===== config.mk =====
export PLATFORM = sky130hd
export DESIGN_NAME = cnt_probe_capture_flat
export DESIGN_NICKNAME = d
export VERILOG_FILES = /design/src/rtl/cnt_probe_capture_if.sv /design/src/rtl/cnt_probe_capture.sv /design/src/flat_wrapper.sv
export SDC_FILE = /design/constraint.sdc
export NUM_CORES = 1
export LEC_CHECK = 0
export ABC_AREA = 1
export BUFFER_PORTS_ARGS = -buffer_cell sky130_fd_sc_hd__buf_2
export CAP_MARGIN = 5
export CELL_PAD_IN_SITES_DETAIL_PLACEMENT = 0
export CELL_PAD_IN_SITES_GLOBAL_PLACEMENT = 2
export CORE_UTILIZATION = 39
export DETAILED_ROUTE_END_ITERATION = 10
export GPL_TIMING_DRIVEN = 0
export PLACE_DENSITY = 0.77
export SETUP_SLACK_MARGIN = 0.15
export SLEW_MARGIN = 5
export SYNTH_ARGS = -nofsm -noshare
export SYNTH_HDL_FRONTEND = slang
export SYNTH_SLANG_ARGS = --single-unit

===== constraint.sdc =====
create_clock -name clk -period 2.7 [get_ports clk]
set_input_delay 0.135 -clock clk [delete_from_list [all_inputs] [get_ports clk]]
set_output_delay 0.135 -clock clk [all_outputs]
set_load 0.05 [all_outputs]

===== src/rtl/cnt_probe_capture_if.sv =====
// Probe-side capture bus: control/trigger inputs, counter samples and the
// readout handshake shared between the probe host and cnt_probe_capture.
interface cnt_probe_capture_if #(
    parameter int W     = 10,
    parameter int DEPTH = 8
);
    localparam int CW = $clog2(DEPTH) + 1;

    logic             arm;
    logic             abort;
    logic             trig;
    logic [W-1:0]     cntA;
    logic [W-1:0]     cntB;
    logic             rd_en;
    logic [2*W-1:0]   rd_data;
    logic             rd_valid;
    logic             armed;
    logic             busy;
    logic             done;
    logic             rd_empty;
    logic [CW-1:0]    wr_cnt;

    modport master (
        output arm, abort, trig, cntA, cntB, rd_en,
        input  rd_data, rd_valid, armed, busy, done, rd_empty, wr_cnt
    );

    modport slave (
        input  arm, abort, trig, cntA, cntB, rd_en,
        output rd_data, rd_valid, armed, busy, done, rd_empty, wr_cnt
    );
endinterface


===== src/rtl/cnt_probe_capture.sv =====
// Trigger-started burst capture of {cntA, cntB} snapshots into a small buffer,
// read back one word per request with one cycle of latency.
module cnt_probe_capture #(
    parameter int W     = 10,
    parameter int DEPTH = 8
) (
    input  logic                 clk,
    input  logic                 rst,
    cnt_probe_capture_if.slave   bus
);
    localparam int AW = (DEPTH > 1) ? $clog2(DEPTH) : 1;
    localparam int CW = AW + 1;

    localparam logic [1:0] ST_IDLE    = 2'd0;
    localparam logic [1:0] ST_ARMED   = 2'd1;
    localparam logic [1:0] ST_CAPTURE = 2'd2;
    localparam logic [1:0] ST_DONE    = 2'd3;

    localparam logic [CW-1:0] LAST_IDX_C = CW'(DEPTH - 1);
    localparam logic [CW-1:0] FULL_C     = CW'(DEPTH);
    localparam logic [CW-1:0] ONE_C      = CW'(1);

    logic [1:0]       state_r;
    logic [1:0]       state_nx_s;
    logic [CW-1:0]    wr_cnt_r;
    logic [CW-1:0]    rd_ptr_r;
    logic [2*W-1:0]   mem_r [DEPTH];
    logic [2*W-1:0]   rd_data_r;
    logic             rd_valid_r;
    logic             wr_en_s;
    logic             rd_acc_s;
    logic             clr_s;

    // Next-state decode; abort outranks arm, which outranks trig and rd_en.
    always_comb begin
        state_nx_s = state_r;
        wr_en_s    = 1'b0;
        rd_acc_s   = 1'b0;
        clr_s      = 1'b0;
        if (bus.abort) begin
            state_nx_s = ST_IDLE;
            clr_s      = 1'b1;
        end else begin
            case (state_r)
                ST_IDLE: begin
                    if (bus.arm) begin
                        state_nx_s = ST_ARMED;
                        clr_s      = 1'b1;
                    end else begin
                        state_nx_s = ST_IDLE;
                    end
                end
                ST_ARMED: begin
                    if (bus.trig) begin
                        wr_en_s    = 1'b1;
                        state_nx_s = ST_CAPTURE;
                    end else begin
                        state_nx_s = ST_ARMED;
                    end
                end
                ST_CAPTURE: begin
                    wr_en_s = 1'b1;
                    if (wr_cnt_r == LAST_IDX_C) begin
                        state_nx_s = ST_DONE;
                    end else begin
                        state_nx_s = ST_CAPTURE;
                    end
                end
                ST_DONE: begin
                    if (bus.arm) begin
                        state_nx_s = ST_ARMED;
                        clr_s      = 1'b1;
                    end else if (bus.rd_en && (rd_ptr_r < FULL_C)) begin
                        rd_acc_s   = 1'b1;
                    end else begin
                        state_nx_s = ST_DONE;
                    end
                end
                default: begin
                    state_nx_s = ST_IDLE;
                    clr_s      = 1'b1;
                end
            endcase
        end
    end

    // State and write/read pointer registers.
    always_ff @(posedge clk or posedge rst) begin
        if (rst) begin
            state_r  <= ST_IDLE;
            wr_cnt_r <= '0;
            rd_ptr_r <= '0;
        end else begin
            state_r <= state_nx_s;
            if (clr_s) begin
                wr_cnt_r <= '0;
                rd_ptr_r <= '0;
            end else begin
                if (wr_en_s) begin
                    wr_cnt_r <= wr_cnt_r + ONE_C;
                end
                if (rd_acc_s) begin
                    rd_ptr_r <= rd_ptr_r + ONE_C;
                end
            end
        end
    end

    // Snapshot buffer; contents deliberately survive reset.
    always_ff @(posedge clk) begin
        if (wr_en_s) begin
            mem_r[wr_cnt_r[AW-1:0]] <= {bus.cntA, bus.cntB};
        end
    end

    // Registered readout: data holds between accepted reads.
    always_ff @(posedge clk or posedge rst) begin
        if (rst) begin
            rd_data_r  <= '0;
            rd_valid_r <= 1'b0;
        end else begin
            rd_valid_r <= rd_acc_s;
            if (rd_acc_s) begin
                rd_data_r <= mem_r[rd_ptr_r[AW-1:0]];
            end
        end
    end

    assign bus.rd_data  = rd_data_r;
    assign bus.rd_valid = rd_valid_r;
    assign bus.armed    = (state_r == ST_ARMED);
    assign bus.busy     = (state_r == ST_CAPTURE);
    assign bus.done     = (state_r == ST_DONE);
    assign bus.rd_empty = (state_r == ST_DONE) && (rd_ptr_r == FULL_C);
    assign bus.wr_cnt   = wr_cnt_r;
endmodule


===== src/flat_wrapper.sv =====
// flat-port wrapper written by rule: the top's interface ports become plain ports
module cnt_probe_capture_flat 
#(
    parameter int W     = 10,
    parameter int DEPTH = 8
)
  (clk, rst, bus_arm, bus_abort, bus_trig, bus_cntA, bus_cntB, bus_rd_en, bus_rd_data, bus_rd_valid, bus_armed, bus_busy, bus_done, bus_rd_empty, bus_wr_cnt);
  cnt_probe_capture_if #(.W(W), .DEPTH(DEPTH)) bus_i ();
  input  logic clk;
  input  logic rst;
  input wire logic [$bits(bus_i.arm)-1:0] bus_arm;
  input wire logic [$bits(bus_i.abort)-1:0] bus_abort;
  input wire logic [$bits(bus_i.trig)-1:0] bus_trig;
  input wire logic [$bits(bus_i.cntA)-1:0] bus_cntA;
  input wire logic [$bits(bus_i.cntB)-1:0] bus_cntB;
  input wire logic [$bits(bus_i.rd_en)-1:0] bus_rd_en;
  output wire logic [$bits(bus_i.rd_data)-1:0] bus_rd_data;
  output wire logic [$bits(bus_i.rd_valid)-1:0] bus_rd_valid;
  output wire logic [$bits(bus_i.armed)-1:0] bus_armed;
  output wire logic [$bits(bus_i.busy)-1:0] bus_busy;
  output wire logic [$bits(bus_i.done)-1:0] bus_done;
  output wire logic [$bits(bus_i.rd_empty)-1:0] bus_rd_empty;
  output wire logic [$bits(bus_i.wr_cnt)-1:0] bus_wr_cnt;
  assign bus_i.arm = bus_arm;
  assign bus_i.abort = bus_abort;
  assign bus_i.trig = bus_trig;
  assign bus_i.cntA = bus_cntA;
  assign bus_i.cntB = bus_cntB;
  assign bus_i.rd_en = bus_rd_en;
  assign bus_rd_data = bus_i.rd_data;
  assign bus_rd_valid = bus_i.rd_valid;
  assign bus_armed = bus_i.armed;
  assign bus_busy = bus_i.busy;
  assign bus_done = bus_i.done;
  assign bus_rd_empty = bus_i.rd_empty;
  assign bus_wr_cnt = bus_i.wr_cnt;
  cnt_probe_capture #(.W(W), .DEPTH(DEPTH)) u_core (.clk(clk), .rst(rst), .bus(bus_i));
endmodule

# --- After elaboration in Yosys (flattened, before gate mapping) ---
# Memories as Yosys holds them, arrays and structs flattened. A register that Yosys moved wholly into a read port is not among the register bits.
# Cells that the tools add are included.
word_totals:
  output_inout_bits: 29
  ff_bits: 11
  mem_bits_rw: 160
  mem_count: 1
mem_list:
  columns: ["memory", "depth", "width", "read_ports", "rd_ports_with_merged_regs", "wr", "line", "text"]
  rows:
  - ["u_core.mem_r", 8, 20, 1, 1, 1, "cnt_probe_capture.sv:27", "logic [2*W-1:0] mem_r [DEPTH];"]
classes:
  mux: 23
  n_eq_ne: 6
  addsub: 2
  reduce_logical: 6
  order_cmp: 1
ops:
  columns: ["cell", "count"]
  rows:
  - ["$mux W4", 4]
  - ["$mux W1", 13]
  - ["$add A4 B1 Y4 const B", 2]
  - ["$mux W2", 4]
  - ["$pmux W2 S4", 1]
  - ["$eq A2 B2 Y1 const B", 2]
  - ["$eq A4 B3 Y1 const B", 1]
  - ["$eq A4 B4 Y1 const B", 1]
  - ["$lt A4 B4 Y1 const B", 1]
  - ["$ne A4 B4 Y1 const B", 1]
  - ["$reduce_bool A2 Y1", 2]
  - ["$eq A2 B1 Y1 const B", 1]
  - ["$logic_and A1 B1 Y1", 2]
  - ["$logic_not A2 Y1", 1]
  - ["$pmux W1 S2", 1]
  - ["$reduce_or A2 Y1", 1]

# --- Longest topological paths before layout ---
logic_depth:
  word_depth: 8
  mapped_depth: 9

# --- Worst setup path after synthesis ---
# Ideal clock, no wire load.
synth_path:
  kind: "register -> register"
  from: "register u_core.state_r[1]"
  to: "memory u_core.mem_r[1][0] in the netlist's numbering, enable pin"
  t_required_ps: 2303
  synth_period_minus_slack_ps: 2706
  n_path_buf: 0
  slack_ps: -6
  t_arrival_ps: 2309
  path_stages_with_launch: 7
  path_cell_list: "dfrtp_1 > inv_1 > ha_1 > a21oi_1 > nor2_2 > nand2_1 > nor2_1"
synth_between:
  elab_chain_len: 5
  elab_cells_between_ends: 6
  classes_between: "eq/ne: 2; mux: 4"
synth_lines:
  columns: ["item", "line", "text"]
  rows:
  - ["start: declaration", "cnt_probe_capture.sv:23", "logic [1:0] state_r;"]
  - ["start signal: assignment", "cnt_probe_capture.sv:94", "state_r <= state_nx_s;"]
  - ["$eq A2 B1 Y1", null, null]
  - ["via bus_armed", "flat_wrapper.sv:19", "output wire logic [$bits(bus_i.armed)-1:0] bus_armed;"]
  - ["$pmux W1 S2", "cnt_probe_capture.sv:44", "case (state_r)"]
  - ["$mux W1", "cnt_probe_capture.sv:40", "if (bus.abort) begin"]
  - ["$mux W1", "cnt_probe_capture.sv:111", "if (wr_en_s) begin"]
  - ["$mux W1 (implied by the code)", "cnt_probe_capture.sv:112", "mem_r[wr_cnt_r[AW-1:0]] <= {bus.cntA, bus.cntB};"]
  - ["end: declaration", "cnt_probe_capture.sv:27", null]
# The timed path passes the listed nets, and every way through them passes these cells.

# --- Worst setup path after layout ---
layout_path:
  from: "register u_core.state_r[1]"
  to: "memory u_core.mem_r[6][3] in the netlist's numbering, enable pin"
layout_between:
  elab_chain_len: 5
  elab_cells_between_ends: 6
  classes_between: "eq/ne: 2; mux: 4"
layout_lines:
  columns: ["item", "line"]
  rows:
  - ["$eq A2 B2 Y1 / $eq A2 B1 Y1 (equally long branches)", "cnt_probe_capture.sv:44"]
  - ["$pmux W1 S2 (*)", "cnt_probe_capture.sv:44"]
  - ["$mux W1 (*)", "cnt_probe_capture.sv:40"]
  - ["$mux W1 (*)", "cnt_probe_capture.sv:111"]
  - ["$mux W1 (implied by the code) (*)", "cnt_probe_capture.sv:112"]
# Every way passes the cells marked *; elsewhere a longest branch is shown, timed or not.

==> results by group <==
Run status
  • Status: completed

Worst setup path
  • Worst path arrival time: about 2.5 ns
  • Reg2reg path depth: 7
  • Flop-to-flop setup slack: approximately 0.22 ns
  • Maximum fanout along the worst path: 20
  • CP Launch Type: flop
  • Crit. End Element: flop
  • CP required: around 2.8 ns
  • Crit Path Class: flop to flop

Route
  • Routed WL: 21050 um
  • DR WL/cell: between 15 and 20 um
  • Antenna Violating Nets Remaining: 0
  • DR iter-0 viols: between 400 and 500
  • First-pass DRT Iterations: 7
  • Vias per cell: between 4 and 5
  • Via count: between 5k and 6k
  • DRC Markers: 0

Placement
  • Dpl hpwl: roughly 13000 um
  • RePlAce Congestion: roughly 0.76
  • Port Buf Inserts: between 50 and 60

Layout
  • Nets: just over 900
  • Synth-to-layout area growth: 17.57%
  • Layout cells sized above 1: between 10% and 20%
  • Antenna diodes: 0

Logic synthesis
  • Synth unique cells: 26
  • #FFs+latches synth: around 190
  • Sequential area share after synthesis: between 60% and 70%
  • Synthesized area per cell: 10.33 um2
  • Gate Count Post-Synth: 797
  • Netlist Area Pre-Place: around 8200 um2
  • Syn nets: 830
  • Synth warn: 0

Die
  • IO Pins: 55
  • Die Wd: approximately 150 um
  • Die area: around 22000 um2
  • Core ar.: a little over 20000 um2
  • Die extent in y: 147.3 um
  • Rows: 52
  • Initial Utilization: between 40% and 50%

Timing
  • # setup viols final: 0
  • Worst-Margin Slew: just under 0.9 ns
  • Hold Worst Slack: between 0.01 and 0.015 ns
  • Final hold viol count: 0
  • Final Skew: just over 0.01 ns
  • Final worst-path cycle share: between 90% and 100%
  • Final max-slew violation count: 0
  • Relative slew slack: 41.03%
  • Final Critical Period: 2.478 ns
  • Sum Neg Setup Slack: 0 ns
  • Fmax: between 400 and 500 MHz
  • RSZ-0062 raised after global routing: true

Clock tree
  • Worst-path clk slew: about 0.070 ns
  • Clock Path Buffers: 2
  • Inserted Clock Buffers: 17
  • H-tree depth: 4
  • CTS tree: done
  • Clk sink count: ~190
  • Postcts setup bufs: 0
  • Post-CTS Resized: 0
  • Clk_lat worst skew: about 0.43 ns
  • Clock root buffer: clkbuf_16

Global routing
  • Grt ovf: 0
  • Total track usage: approximately a fifth
  • Largest net degree at the start of global routing: 32
  • Number of global-route vias before repair: 5436
  • Initial antenna violation count: 0
  • First-pass GRT wire length: roughly 32000 um

Run
  • Max-cap viol count: 0

Pwr
  • Lkg Pwr: approximately 4.4 nW
  • Worst vdd ir: 0.4474 mV
  • Pwr/cell area: about 610 nW/um2

Hold path
  • Hold path cells: 4
  • Type of the most critical hold path: input port to flop
[synth_stat cells]
library cell	instances	area, um2
ha_1	7	87.58
buf_4	8	60.06
nor2_8	1	20.02
nor3_1	1	5.000
or2_4	1	8.760
clkinv_2	1	5.000
nand2_2	2	12.51
nand3_1	128	640.6
inv_6	1	8.760
buf_6	4	45.04
nand2_1	264	991.0
nor2_2	5	31.28
o211ai_1	1	7.510
nor2_4	1	11.26
o21ai_0	3	15.01
a21oi_1	2	10.01
o21ai_1	1	5.000
o21bai_1	1	7.510
nor2_1	13	48.80
dfrtp_1	31	775.7
inv_2	4	15.01
nand4_1	2	12.51
edfxtp_1	160	4805
inv_1	133	499.2
clkbuf_1	3	11.26
buf_2	19	95.09
[placed cells by master, fill, tap and decap left out, types with 2 or more instances in the layout]
| cell | synthesis | layout |
|---|---|---|
| buf_6 | 4 | 4 |
| clkbuf_16 | 0 | 17 |
| ha_1 | 7 | 7 |
| buf_4 | 8 | 8 |
| clkinv_4 | 0 | 5 |
| inv_2 | 4 | 5 |
| nand2_2 | 2 | 2 |
| clkinv_2 | 1 | 3 |
| nand2_1 | 264 | 264 |
| nor2_4 | 1 | 9 |
| dfrtp_1 | 31 | 31 |
| nand4_1 | 2 | 2 |
| edfxtp_1 | 160 | 160 |
| clkbuf_1 | 3 | 4 |
| o21ai_0 | 3 | 3 |
| nand3_1 | 128 | 128 |
| buf_2 | 19 | 73 |
| a21oi_1 | 2 | 2 |
| inv_6 | 1 | 2 |
| dlygate4sd3_1 | 0 | 21 |
| inv_1 | 133 | 132 |
| clkbuf_8 | 0 | 3 |
| nor2_1 | 13 | 9 |
[flip-flops by register name (all words and copies together), names as in the netlist]
| name | count |
|---|---|
| u_core.bus.rd_valid | 1 |
| u_core.bus.wr_cnt | 4 |
| u_core.bus.rd_data | 20 |
| u_core.rd_ptr_r | 4 |
| u_core.state_r | 2 |
| u_core.mem_r | 160 |
[layout make-up]
cell class	count	area, um2
multi-input combinational	433	1964
inverter	139	528.0
clock buffer	21	470.5
clock inverter	11	107.6
buffer	34	211.5
tap	270	337.8
sequential	191	5580
timing repair buffer	75	480.5
fill	1920	10810
[critical path, stage by stage, from the launching register on]
cell and delay [ns]:
dfrtp_1 0.40, inv_1 0.08, ha_1 0.31, nand2_2 0.06
nor2_2 0.21, inv_2 0.08, or2_4 0.29, nor2_4 0.66
[per-layer routing]
metal | vias up | part of all wire [%] | global-route usage, %
li1 | 2741 | - | -
met1 | 2784 | 48 | 30.02
met2 | 170 | 46 | 31.44
met3 | 18 | 4.9 | 3.478
met4 | 0 | 0.93 | 5.000
met5 | - | 0 | 0
[kinds of logic (layout without fill, tap and decap cells)]
| group | Yosys count | after routing | synth area share (%) |
|---|---|---|---|
| AOI/OAI and AO/OA | 8 | 8 | 0.5470 |
| and+or+nand+nor | 418 | 418 | 21.64 |
| buffers and inverters | 173 | 280 | 8.980 |
| adders and majority gates | 7 | 7 | 1.064 |
| DFF | 191 | 191 | 67.77 |
[worst paths after layout]
| path | startpoint | endpoint |
|---|---|---|
| min | bus_trig | u_core.state_r[0] |
| max reg2reg | u_core.state_r[1] | u_core.mem_r[6][3] |
| max | u_core.state_r[1] | u_core.mem_r[6][3] |
| max in group asynchronous | rst | u_core.bus.rd_data[0] |
| min in group asynchronous | rst | u_core.bus.rd_data[18] |
| min reg2reg | u_core.bus.rd_data[11] | u_core.bus.rd_data[11] |
[metrics by stage]
step / cells / utilization [%] / power [mW] / worst slack (ns) / cell area (um2)
after floorplan: 797 / - / 3.369 / -0.006082 / 8257
after global placement: 1121 / 43.25 / 3.437 / -0.8158 / 8865
after detailed placement: 1121 / 43.39 / 3.444 / 0.1870 / 8892
after CTS: 1174 / 47.23 / 5.901 / 0.1646 / 9681
after global routing: 1174 / 47.23 / 6.045 / 0.04861 / 9681
final: 1174 / 47.23 / 5.871 / 0.2221 / 9681
[where the power goes]
part / internal (mW) / switching [mW]
combinational: 0.0583 / 0.126
sequential: 3.21 / 0.00817
clock: 1.36 / 1.11
total: 4.62 / 1.25
[repair_timing]
action,CTS,global route
endpoints found under the setup margin,0,108
hold buffers,21,0
hold endpoints to repair,191,0
Note: power is estimated with default switching activity, not from simulation.
